$ cat src/rtl/hazard_ctrl.sv
// Pipeline hazard controller: operand forwarding, load-use stall, branch flush,
// and data-memory wait handling with a timeout that parks in an error state.
module hazard_ctrl (
    input  logic        clk,
    input  logic        rst_n,
    input  logic [4:0]  drs1,
    input  logic [4:0]  drs2,
    input  logic [4:0]  ers1,
    input  logic [4:0]  ers2,
    input  logic [4:0]  ern,
    input  logic        ewreg,
    input  logic        em2reg,
    input  logic [4:0]  mrn,
    input  logic        mwreg,
    input  logic [4:0]  wrn,
    input  logic        wwreg,
    input  logic        branch_taken,
    input  logic        mem_req,
    input  logic        mem_ready,
    output logic [1:0]  fwd_a,
    output logic [1:0]  fwd_b,
    output logic        stall_f,
    output logic        stall_d,
    output logic        stall_e,
    output logic        stall_m,
    output logic        flush_d,
    output logic        flush_e,
    output logic        bubble_w,
    output logic        mem_timeout,
    output logic [15:0] stall_cnt,
    output logic [1:0]  state
);

    localparam int unsigned RW = 5;
    localparam int unsigned WW = 8;
    localparam int unsigned CW = 16;

    typedef enum logic [1:0] {
        ST_RUN     = 2'b00,
        ST_MEMWAIT = 2'b01,
        ST_ERR     = 2'b10
    } state_e;

    state_e          state_q, state_d;
    logic [WW-1:0]   wait_q, wait_d;
    logic [CW-1:0]   stall_cnt_q, stall_cnt_d;
    logic            timeout_q, timeout_d;
    logic            load_use;

    // M result wins over W result; register 0 is never forwarded.
    function automatic logic [1:0] fwd_sel(
        input logic [RW-1:0] rs,
        input logic          m_we,
        input logic [RW-1:0] m_rd,
        input logic          w_we,
        input logic [RW-1:0] w_rd
    );
        if (m_we && (m_rd != '0) && (m_rd == rs)) begin
            return 2'b10;
        end else if (w_we && (w_rd != '0) && (w_rd == rs)) begin
            return 2'b01;
        end
        return 2'b00;
    endfunction

    assign load_use = em2reg && ewreg && (ern != '0) && ((ern == drs1) || (ern == drs2));

    // Next-state and combinational control outputs.
    always_comb begin
        state_d   = state_q;
        wait_d    = wait_q;
        timeout_d = timeout_q;
        stall_f   = 1'b0;
        stall_d   = 1'b0;
        stall_e   = 1'b0;
        stall_m   = 1'b0;
        flush_d   = 1'b0;
        flush_e   = 1'b0;
        bubble_w  = 1'b0;
        fwd_a     = fwd_sel(ers1, mwreg, mrn, wwreg, wrn);
        fwd_b     = fwd_sel(ers2, mwreg, mrn, wwreg, wrn);

        case (state_q)
            ST_RUN: begin
                if (mem_req && !mem_ready) begin
                    {stall_f, stall_d, stall_e, stall_m, bubble_w} = 5'b11111;
                    state_d = ST_MEMWAIT;
                    wait_d  = '0;
                end else if (branch_taken) begin
                    flush_d = 1'b1;
                    flush_e = 1'b1;
                end else if (load_use) begin
                    stall_f = 1'b1;
                    stall_d = 1'b1;
                    flush_e = 1'b1;
                end
            end
            ST_MEMWAIT: begin
                {stall_f, stall_d, stall_e, stall_m, bubble_w} = 5'b11111;
                if (mem_ready) begin
                    state_d = ST_RUN;
                end else if (wait_q == '1) begin
                    state_d   = ST_ERR;
                    timeout_d = 1'b1;
                end else begin
                    wait_d = wait_q + WW'(1);
                end
            end
            ST_ERR: begin
                {stall_f, stall_d, stall_e, stall_m, bubble_w} = 5'b11111;
            end
            default: begin
                state_d = ST_RUN;
            end
        endcase

        // Reset forces every combinational control output quiet.
        if (!rst_n) begin
            {stall_f, stall_d, stall_e, stall_m, bubble_w} = 5'b00000;
            flush_d = 1'b0;
            flush_e = 1'b0;
            fwd_a   = 2'b00;
            fwd_b   = 2'b00;
        end

        stall_cnt_d = (stall_f && (stall_cnt_q != '1)) ? stall_cnt_q + CW'(1) : stall_cnt_q;
    end

    always_ff @(posedge clk) begin
        if (!rst_n) begin
            state_q     <= ST_RUN;
            wait_q      <= '0;
            stall_cnt_q <= '0;
            timeout_q   <= 1'b0;
        end else begin
            state_q     <= state_d;
            wait_q      <= wait_d;
            stall_cnt_q <= stall_cnt_d;
            timeout_q   <= timeout_d;
        end
    end

    assign state       = state_q;
    assign stall_cnt   = stall_cnt_q;
    assign mem_timeout = timeout_q;

endmodule
$ cat config.mk
export PLATFORM = sky130hd
export DESIGN_NAME = hazard_ctrl
export DESIGN_NICKNAME = d
export VERILOG_FILES = /design/src/rtl/hazard_ctrl.sv
export SDC_FILE = /design/constraint.sdc
export NUM_CORES = 1
export LEC_CHECK = 0
export ABC_AREA = 1
export CELL_PAD_IN_SITES_DETAIL_PLACEMENT = 2
export CELL_PAD_IN_SITES_GLOBAL_PLACEMENT = 2
export CORE_AREA = 2 2 96 98
export CTS_CLUSTER_SIZE = 16
export DETAILED_ROUTE_END_ITERATION = 12
export DIE_AREA = 0 0 98 100
export GPL_ROUTABILITY_DRIVEN = 0
export GPL_TIMING_DRIVEN = 0
export PLACE_DENSITY = 0.85
export SKIP_CTS_REPAIR_TIMING = 1
export SLEW_MARGIN = 0
export SYNTH_ARGS = -nofsm -noshare
export SYNTH_HDL_FRONTEND = slang
export SYNTH_SLANG_ARGS = --single-unit
export TNS_END_PERCENT = 5
$ cat constraint.sdc
create_clock -name clk -period 4.4 [get_ports clk]
set_input_delay 0.66 -clock clk [delete_from_list [all_inputs] [get_ports clk]]
set_output_delay 0.66 -clock clk [all_outputs]
set_load 0.05 [all_outputs]
==> results.md <==
* Clk sink count at 27
* Post-synth EDFFs at 0
* Largest family of logic cells by synthesized area: simple AND/OR/NAND/NOR gates
* Pin count of the biggest net entering global routing at 18
* Antenna violations before repair at 0
* Synth Area in Adders at 3.53%
* Top Metal Used: met4
* DRC viols at 0
* Simple-gate share of the synthesized area at 35.7%
* Final Max Tran Viols at 0
* # rows at 35
* Port bufs at 73
* Syn. warnings at 0
* CTS buffer count at 3
* Setup TNS at 0 ns
* Pwr dens at 206 mW/mm2
* Syn_nets at 379
* Status: complete, no violations
* Total chip power at 0.629 mW
* Max H-tree Level at 1
* Post-synth top area share at 25.4%
* RSZ-0062 raised after global routing: no
* Clk Latency, worst-skew pair at 0.28 ns
* HPWL after detailed placement at 6370 um
* Initial Util at 23.9%
* Post-synthesis compound-gate area fraction at 11.4%
* Worst Setup Path Type: primary input to output port
* Worst vdd ir at 102 uV
* Async set-reset flop share out of synthesis at 0%
* Synth cell types at 34
* Crit-path max FO at 11
* Die boundary height at 100 um
* Root buf cell: clkbuf_8
* Mux contribution to synthesized area at 0%
* Relative slew slack at 57.0%
* Finished Layout Cells at 517
* Cell total after placement at 513
* Routed met2 length at 4160 um
* Main synth FF type: dfxtp_1
* TritonCTS clock tree: built
* DR WL met3 at 268 um
* Fin. Hold Viols at 0
* #FFs+latches synth at 27
* Cell area after synthesis at 0.00213 mm2
* M1 wire length at 3290 um
* Cell area after layout at 0.00305 mm2
* Via Count at 2445
* Ratio of cells with drive above 1 in the final layout at 6.16%
* Syn avg cell area at 6.46 um2
* Cell taking the most area after synthesis: dfxtp_1
* Final Util at 34.3%
* Number of setup violations in the final report at 0
* Crit. End Element: output port
* Critical Path RT at 3.74 ns
* First-pass DRT Iterations at 4
* DRT Wirelength at 7740 um
* Clk buf depth at 2
* Pleak at 1.19 nW
* Top cells by count, synth: nand2_1 (76), nor2_1 (38), inv_1 (33), nand3_1 (33)
* Remaining antenna violation count at 0
* Final Skew at 0.00389 ns
* Die width at 98 um
* CP arrival at 3.38 ns
* Die ar. at 0.00980 mm2
* Post-synthesis xor/xnor area fraction at 14.4%
* Clock Pin Slew Worst Setup and Hold Paths at 0.11 ns
* Cells after synthesis at 329
* Avg WL per Cell at 15.0 um
* Worst slew pin tran at 0.644 ns
* Vias per cell at 4.73
* Type of the worst min-delay path: flop to flop
* FMAX at 247 MHz
* Top cells by area, synth: dfxtp_1 (25%), nand2_1 (13%), xor2_1 (9.5%)
* Top-count cell post-synth: nand2_1
* CP Launch Type: primary input
* Crit path time final at 4.04 ns
* Post-synthesis sequential area ratio at 25.4%
* Nets at 457
* Core Area at 0.00889 mm2
* Global router's overall resource usage at 16.4%
* First-pass GRT wire length at 13200 um
* Area grow syn2layout at 43.3%
* Diode count at 0
* Vias in the first global route at 2736
* Dpl cell area at 0.00300 mm2
* Period utilization at 91.9%
* # IOs at 74
* MaxCap Viol Count at 0
* Iteration-0 DRC Markers at 47
* Global route overflow at 0
[metrics by stage]
step | hold slack, ns | setup slack [ns]
3_5_place_dp | 0.466 | 0.350
3_3_place_gp | 0.464 | 0.366
5_1_grt | 0.522 | 0.165
4_1_cts | 0.495 | 0.344
6_report | 0.482 | 0.358
2_1_floorplan | 0.469 | 1.24
[final cells by class]
type	instances	area (um2)
tap	111	139
buffer	9	58.8
fill	1071	5840
inverter	38	143
sequential	27	541
timing repair buffer	73	731
clock inverter	1	8.76
multi-input combinational	255	1380
clock buffer	3	41.3
[where the power goes]
part	switching, mW	internal (mW)	leakage (nW)
combinational	0.127	0.0896	0.951
sequential	0.00674	0.249	0.218
clock	0.0896	0.0667	0.0261
[routing by layer]
| metal | vias to the layer above | global-route usage, % |
|---|---|---|
| li1 | 1221 | - |
| met1 | 1173 | 18.6 |
| met2 | 49 | 33.0 |
| met3 | 2 | 2.58 |
| met4 | 0 | 1.60 |
| met5 | - | 0 |
[worst max-delay path, cell delays in order]
cell             delay (ns)
clkdlybuf4s50_1        0.72
inv_2                  0.17
nor4_1                 0.20
nand3_1                0.11
nand2_1                0.12
buf_2                  0.25
buf_4                  0.23
buf_4                  0.12
clkdlybuf4s50_1        0.78
[path summary, 6_finish.rpt]
path | from | to | slack, ns | cells after the start
max | rst_n | stall_f | 0.36 | 9
min | mem_timeout | mem_timeout | 0.48 | 1
max reg2reg | stall_cnt[0] | stall_cnt[6] | 2.18 | 10
min reg2reg | mem_timeout | mem_timeout | 0.48 | 1
[state kept, by name, summed over array words and instances, names as in the netlist]
signal,cells
stall_cnt,16
wait_q,8
mem_timeout,1
state,2
[cells by family after synthesis]
| kind of cell | after synthesis |
|---|---|
| flops | 27 |
| buf+inv | 47 |
| xor+xnor | 35 |
| simple gates | 171 |
| fa+ha+maj | 6 |
| compound gates | 43 |
[layout by cell type, fill, tap and decap left out, drive strengths merged]
cell type / Yosys / layout
buf: 8 / 8
nor4: 6 / 6
xor2: 23 / 23
nand4: 5 / 5
inv: 38 / 39
o21a: 1 / 1
nand2: 80 / 80
or2: 2 / 2
o22ai: 2 / 2
nor2: 38 / 38
a21boi: 1 / 1
nor3: 5 / 5
o211ai: 1 / 1
o21ai: 6 / 6
nor3b: 1 / 1
and3: 1 / 1
a21oi: 28 / 28
dfxtp: 27 / 27
a211oi: 1 / 1
clkbuf: 1 / 4
xnor2: 12 / 12
nand3: 33 / 33
ha: 6 / 6
a2111oi: 1 / 1
o211a: 1 / 1
clkdlybuf4s50: 0 / 73
o21bai: 1 / 1
Power figures use the tool's default switching activity.
